`src/rtl/micro_sequencer.sv`:
```
// Microprogram sequencer for the multicycle MIPS control path.
// Holds the micro-PC and a 10-word control store, and dispatches on the opcode.
module micro_sequencer #(
    parameter int UPC_W = 4,
    parameter int CNT_W = 32
) (
    input  logic             clk,
    input  logic             rst,
    input  logic [5:0]       Op,
    input  logic             MemReady,
    output logic [UPC_W-1:0] uPC,
    output logic [2:0]       Code,
    output logic             PCWr,
    output logic             PCWrCond,
    output logic             IorD,
    output logic             MemRd,
    output logic             RegWr,
    output logic             ALUSrcA,
    output logic [1:0]       ALUSrcB,
    output logic [1:0]       ALUOp,
    output logic             IllegalOp,
    output logic [CNT_W-1:0] Retired
);

    typedef enum logic [1:0] {
        SQ_NEXT,
        SQ_FETCH,
        SQ_D1,
        SQ_D2
    } seq_t;

    logic       w_pcwr, w_pcwrc, w_iord, w_memrd, w_regwr, w_srca, w_wait;
    logic [1:0] w_srcb, w_aluop;
    logic [2:0] w_code;
    seq_t       w_seq;

    logic [UPC_W-1:0] nxt;
    logic             illegal;
    logic             stall;
    logic             kill;

    always_comb begin
        w_pcwr  = 1'b0;
        w_pcwrc = 1'b0;
        w_iord  = 1'b0;
        w_memrd = 1'b0;
        w_regwr = 1'b0;
        w_srca  = 1'b0;
        w_srcb  = 2'b00;
        w_aluop = 2'b00;
        w_code  = 3'b000;
        w_seq   = SQ_FETCH;
        w_wait  = 1'b0;
        case (uPC)
            UPC_W'(0): begin
                w_memrd = 1'b1;
                w_srcb  = 2'b01;
                w_pcwr  = 1'b1;
                w_code  = 3'b110;
                w_seq   = SQ_NEXT;
                w_wait  = 1'b1;
            end
            UPC_W'(1): begin
                w_srcb = 2'b11;
                w_seq  = SQ_D1;
            end
            UPC_W'(2): begin
                w_srca = 1'b1;
                w_srcb = 2'b10;
                w_seq  = SQ_D2;
            end
            UPC_W'(3): begin
                w_memrd = 1'b1;
                w_iord  = 1'b1;
                w_seq   = SQ_NEXT;
                w_wait  = 1'b1;
            end
            UPC_W'(4): begin
                w_regwr = 1'b1;
                w_code  = 3'b100;
            end
            UPC_W'(5): begin
                w_iord = 1'b1;
                w_code = 3'b101;
                w_wait = 1'b1;
            end
            UPC_W'(6): begin
                w_srca  = 1'b1;
                w_aluop = 2'b10;
                w_seq   = SQ_NEXT;
            end
            UPC_W'(7): begin
                w_regwr = 1'b1;
                w_code  = 3'b001;
            end
            UPC_W'(8): begin
                w_srca  = 1'b1;
                w_aluop = 2'b01;
                w_pcwrc = 1'b1;
                w_code  = 3'b010;
            end
            UPC_W'(9): begin
                w_pcwr = 1'b1;
                w_code = 3'b011;
            end
            default: ;
        endcase
    end

    always_comb begin
        nxt     = '0;
        illegal = 1'b0;
        unique case (w_seq)
            SQ_NEXT:  nxt = uPC + UPC_W'(1);
            SQ_FETCH: nxt = '0;
            SQ_D1: begin
                case (Op)
                    6'b000000: nxt = UPC_W'(6);
                    6'b100011: nxt = UPC_W'(2);
                    6'b101011: nxt = UPC_W'(2);
                    6'b000100: nxt = UPC_W'(8);
                    6'b000010: nxt = UPC_W'(9);
                    default:   illegal = 1'b1;
                endcase
            end
            SQ_D2: begin
                case (Op)
                    6'b100011: nxt = UPC_W'(3);
                    6'b101011: nxt = UPC_W'(5);
                    default:   nxt = '0;
                endcase
            end
        endcase
    end

    // A stalled memory step must not commit any architectural write.
    assign stall    = w_wait & ~MemReady;
    assign kill     = rst | stall;
    assign PCWr     = w_pcwr & ~kill;
    assign PCWrCond = w_pcwrc & ~kill;
    assign RegWr    = w_regwr & ~kill;
    assign Code     = kill ? 3'b000 : w_code;
    assign MemRd    = w_memrd & ~rst;
    assign IorD     = w_iord;
    assign ALUSrcA  = w_srca;
    assign ALUSrcB  = w_srcb;
    assign ALUOp    = w_aluop;

    always_ff @(posedge clk or posedge rst) begin
        if (rst) begin
            uPC       <= '0;
            IllegalOp <= 1'b0;
            Retired   <= '0;
        end else if (!stall) begin
            uPC <= nxt;
            if (illegal)
                IllegalOp <= 1'b1;
            if (w_seq == SQ_FETCH)
                Retired <= Retired + CNT_W'(1);
        end
    end

endmodule

```
`config.mk`:
```
export PLATFORM = sky130hd
export DESIGN_NAME = micro_sequencer
export DESIGN_NICKNAME = d
export VERILOG_FILES = /design/src/rtl/micro_sequencer.sv
export SDC_FILE = /design/constraint.sdc
export NUM_CORES = 1
export LEC_CHECK = 0
export ABC_AREA = 0
export BUFFER_PORTS_ARGS = -buffer_cell sky130_fd_sc_hd__buf_2
export CAP_MARGIN = 20
export CORE_UTILIZATION = 52
export DETAILED_ROUTE_END_ITERATION = 6
export PLACE_DENSITY = 0.79
export SYNTH_ARGS = -nofsm -noshare
export SYNTH_HDL_FRONTEND = slang
export SYNTH_SLANG_ARGS = --single-unit
```
`constraint.sdc`:
```
create_clock -name clk -period 2.35 [get_ports clk]
set_clock_uncertainty 0.15 [all_clocks]
set_input_delay 0.235 -clock clk [delete_from_list [all_inputs] [get_ports clk]]
set_output_delay 0.235 -clock clk [all_outputs]
set_load 0.005 [all_outputs]
```
After elaboration in Yosys (flattened, before gate mapping)
Cells that the tools add are included.
{"block": "totals", "inputBits": 9, "wordCells": 62, "register_bits": 37, "romBits": 0, "latchBits": 0, "ramBits": 0, "n_memories": 0}
{"block": "classes", "n_mux": 17, "n_reduce_logical": 14, "multipliers": 0, "n_shift": 0, "div_mod_pow": 0, "n_lt_le_gt_ge": 0, "n_addsub": 2, "n_eq_ne": 16, "bitwise_logic": 10}
{"operator": "$add 32x1->32 const B", "n": 1}
{"operator": "$pmux 4 s4", "n": 2}
{"operator": "$pmux 3 s6", "n": 1}
{"operator": "$eq 4x3->1 const B", "n": 4}
{"operator": "$eq 6x6->1 const B", "n": 2}
{"operator": "$pmux 2 s3", "n": 2}
{"operator": "$reduce_or 2->1", "n": 5}
{"operator": "$mux 1", "n": 9}
{"operator": "$reduce_or 3->1", "n": 3}
{"operator": "$eq 4x2->1 const B", "n": 2}
{"operator": "$eq 4x4->1 const B", "n": 2}
{"operator": "$eq 6x2->1 const B", "n": 1}
{"operator": "$eq 6x3->1 const B", "n": 1}
{"operator": "$logic_not 6->1", "n": 1}
{"operator": "$pmux 3 s2", "n": 1}
{"operator": "$and 1x1->1", "n": 5}
{"operator": "$reduce_or 5->1", "n": 1}
{"operator": "$add 4x1->4 const B", "n": 1}
{"operator": "$eq 2x2->1 const B", "n": 2}
{"operator": "$eq 4x1->1 const B", "n": 1}
{"operator": "$logic_not 4->1", "n": 1}
{"operator": "$not 1->1", "n": 4}
{"operator": "$pmux 2 s2", "n": 1}
{"operator": "$reduce_and 2->1", "n": 2}
{"operator": "other kinds (4)", "n": 4}

Logic depth before layout (Yosys ltp)
{"block": "depth", "word_depth": 7, "depth_mapped": 9}

Worst setup path before layout
Ideal clock, no wire load.
{"block": "synth_path", "path_kind": "reg2reg", "start": "reg uPC[0]", "end": "reg Retired[7]", "synth_period_minus_slack_ns": 2.203, "setup_time_ns": 0.125, "t_required_ns": 2.075, "n_path_buf": 1, "stages_incl_launch_ff": 9, "path_slack_ns": 0.147, "arrival_time_ns": 1.929, "cell_sequence": "dfrtp_1 inv_1 ha_1 buf_2 nor2_1 a221oi_2 nor2_2 and3_1 xor2_1"}
{"block": "synth_between", "elab_chain_cells": 6, "elab_cells_between_ends": 14}
{"element": "start: declaration", "line_no": "11", "rtl": "output logic [UPC_W-1:0] uPC,"}
{"element": "start signal: assignment", "line_no": "155", "rtl": "uPC <= nxt;"}
{"element": "branches (longest 5 deep; another with $eq 4x3->1)"}
{"element": "$reduce_and 2->1 (no line) (*)"}
{"element": "end signal: assignment", "line_no": "159", "rtl": "Retired <= Retired + CNT_W'(1);"}
{"element": "end: declaration", "line_no": "22", "rtl": "output logic [CNT_W-1:0] Retired"}
Every way passes the cells marked *.
A chain may end at the register's enable or synchronous reset.

Worst setup path after layout
{"block": "layout_path", "start": "reg uPC[0]", "end": "out RegWr"}
{"block": "layout_between", "elab_chain_cells": 7, "elab_cells_between_ends": 13}
{"element": "$eq 4x2->1, or another cell as far along", "line_no": "54", "rtl": "case (uPC)"}
{"element": "$reduce_or 3->1 (no line)"}
{"element": "$mux 1", "line_no": "54"}
{"element": "$and 1x1->1", "line_no": "137", "rtl": "assign stall = w_wait & ~MemReady;"}
{"element": "$or 1x1->1", "line_no": "138", "rtl": "assign kill = rst | stall;"}
{"element": "$not 1->1", "line_no": "141", "rtl": "assign RegWr = w_regwr & ~kill;"}
{"element": "$and 1x1->1 (*)", "line_no": "141"}
{"element": "end: declaration", "line_no": "17", "rtl": "output logic RegWr,"}
Mark *: on every way between the ends. The rest lies on a longest branch, timed or not.

==> flow_summary_export.csv <==
group,metric,value,unit
setup_path,start_kind,"flip-flop",
logic_synthesis,syn_avg_cell_area,9.793,µm²
placed_design,dp.cells,331,
status,status,"complete, but fails checks",
sta,max_slew_margin,64.80,%
routing,viasPerCell,5.443,
sta,tightestPinTransition,0.5280,ns
sta,period_share,96.40,%
sta,final_max_slew_viol_count,0,
worst_hold_path,hold_path.class,"input port to flip-flop",
logic_synthesis,seq_area_frac_synth,42.97,%
die,io_pins,59,
cts,clock-sinks,37,
global_routing,grt_use_total,22.87,%
placed_design,place.gp.congestion,0.8007,
status,violations,"DRC",
final_layout,drive_gt1_share,35.74,%
cts,h-tree-depth,2,
logic_synthesis,synth_warnings,0,
global_routing,first_global_vias,1658,
routing,totalWireLength,4870,µm
final_layout,n_antenna_cell,0,
power_and_ir_drop,power_density,858.2,mW/mm²
logic_synthesis,synthArstFlopShare,100.0,%
global_routing,grt_pass1_wl,7686,µm
die,core-area,0.004000,mm²
die,dieHeight,66.37,µm
global_routing,grt_max_degree,38,
sta,grt_setup_unrepaired,"true",
routing,wl_per_cell,14.28,µm
cts,cts_made_buffers,5,
setup_path,crit_type,"flip-flop to output port",
global_routing,grt-ovfl-total,0,
sta,setup_violations,0,
logic_synthesis,synth.most_common_cell,"dfrtp_1",
setup_path,crit_fanout,13,
cts,clk_latency,0.28,ns
final_layout,fin_nets,305,
logic_synthesis,yosysUniqueCellTypes,45,
cts,cts_tree,"yes",
setup_path,slowest_delay,0.45,ns
cts,path_clk_slew,0.07,ns
setup_path,crit_required,1.97,ns
die,dieArea,0.004405,mm²
logic_synthesis,synthTopCellsByCount,"dfrtp_1 (37), xnor2_1 (22), nor2_1 (19)",
logic_synthesis,synth_fp_nets,234,
placed_design,port_buffers,58,
logic_synthesis,synthTopCellsByArea,"dfrtp_1 (43%), xnor2_1 (8.9%), xor2_1 (4.1%)",
global_routing,antenna_found_initial,0,
die,rows,23,
die,die_w,66.37,µm
routing,vias,1856,
sta,fmax,441.4,MHz
final_layout,syn_to_final_growth,26.07,%
routing,drtAntennaViolNets,0,
sta,finalHoldViolCount,0,
placed_design,place_hpwl,3395,µm
die,start_util,53.86,%
cts,cts_buffer_depth,2,
logic_synthesis,synth_flop_cell,"dfrtp_1",
logic_synthesis,synth_top_area_share,42.97,%
setup_path,path_cells,"ha_2, nor3_4, nor4_4, buf_4, nor4_1, buf_2",
logic_synthesis,synth_seq_cells,37,
final_layout,stdcell_count,341,
sta,period_needed,2.265,ns
setup_path,cp-end-kind,"output port",
setup_path,critPathSlowestCell,"dfrtp_2",
routing,drc,2,
power_and_ir_drop,peakVddDrop,538.1,µV
routing,dr.pass1.iters,6,
power_and_ir_drop,p_leak,0.001333,µW
logic_synthesis,yosysTopAreaCell,"dfrtp_1",
power_and_ir_drop,p_total,2331,µW
cts,ctsRootBufferMaster,"clkbuf_8",
logic_synthesis,synth_cells,220,
setup_path,critPathArrivalTime,1.88,ns
flow_run,maxCapViolations,0,
routing,drtIter0Drc,99,
logic_synthesis,synth_area,0.002155,mm²
logic_synthesis,synth_edf_count,0,
## cell usage in the layout, fill, tap and decap left out, types with 2 or more instances in the layout
cell type  instances
and3_1             7
nor2_2             3
nor3_1            10
clkbuf_8           6
a221o_1            2
o21ai_0            4
or3_1              3
nand3_1           14
a21oi_1            8
xor2_1            10
nor4_4             3
dfrtp_1           35
nor2_1            18
buf_4             15
and4_1             2
ha_2               4
dfrtp_2            2
xnor2_1           22
and2_1             5
buf_2             58
nand4_1            9
nand2_1           14
mux2i_1            2
inv_1              6
nor4_1             3
## per-stage QoR
step	util [%]	instance area, µm²	hold WS, ns	setup WS, ns	setup TNS [ns]
3_5_place_dp	63.93	2557	0.2820	0.07067	0
2_1_floorplan	-	2155	0.3002	0.1466	0
5_1_grt	67.91	2716	0.2029	-0.03647	-0.09772
3_3_place_gp	63.93	2557	0.2772	0.1745	0
4_1_cts	66.75	2670	0.1797	0.01330	0
6_report	67.91	2716	0.1909	0.08451	0
## report_power, final
group	internal, µW	leakage (µW)	total, µW	switching [µW]
sequential	715	0.000484	828	113
combinational	480	0.000805	1060	576
clock	232	0.0000433	446	215
total	1430	0.00133	2330	904
## cells by family (layout without fill, tap and decap cells)
family	Yosys count	count (layout)	share of synthesized area, %
multiplexers	3	3	1.452
buffers and inverters	18	89	3.775
AO/OA/AOI/OAI	22	22	6.853
XOR/XNOR	32	32	13.01
AND/OR/NAND/NOR	103	103	29.04
flip-flops	37	37	42.97
adder cells (fa/ha/maj)	5	5	2.904
## layout make-up
type | count | area (µm²)
fill | 318 | 1284
multi-input combinational | 165 | 1185
sequential | 37 | 928.4
timing repair buffer | 75 | 424.2
clock buffer | 6 | 82.58
tap | 50 | 62.56
inverter | 7 | 26.28
clock inverter | 1 | 7.507
## metal layers
| layer | track usage [%] | vias to the layer above | routed length (µm) |
|---|---|---|---|
| met5 | 0 | - | 0 |
| met4 | 5.319 | 0 | 39 |
| met3 | 5.172 | 5 | 160 |
| met2 | 36.10 | 39 | 2352 |
| met1 | 31.70 | 891 | 2317 |
| li1 | - | 921 | - |
## critical path, delay by kind of cell, from the launching register on
kind	cells	cell delay (ns)
fa+ha+maj	1	0.24
buf+inv	2	0.37
flops	1	0.45
simple gates	3	0.54
## flip-flops by register name (all words and copies together), names as in the netlist
register,flops
Retired,32
IllegalOp,1
uPC,4
## what timing repair did
item / 4_1_cts / 5_1_grt
resized for setup: 3 / 12
setup buffers: 1 / 1
hold buffers: 1 / 0
endpoints found under the setup margin: 4 / 27
pin swaps: 1 / 1
hold endpoints to repair: 37 / 0
## path summary, 6_finish.rpt
kind                                       startpoint                     to  slack, ns  cells past startpoint
max in group asynchronous                         rst     uPC[0]$_DFFE_PP0N_       1.16                      4
worst min-delay path                            Op[3]     uPC[2]$_DFFE_PP0N_       0.19                      3
min in group asynchronous                         rst     uPC[2]$_DFFE_PP0N_       0.54                      4
worst min register to register  IllegalOp$_DFFE_PP0P_  IllegalOp$_DFFE_PP0P_       0.32                      1
worst max-delay path               uPC[0]$_DFFE_PP0N_                  RegWr       0.08                      6
worst max register to register     uPC[1]$_DFFE_PP0N_     uPC[0]$_DFFE_PP0N_       0.10                      8
Note: power is estimated with default switching activity, not from simulation.
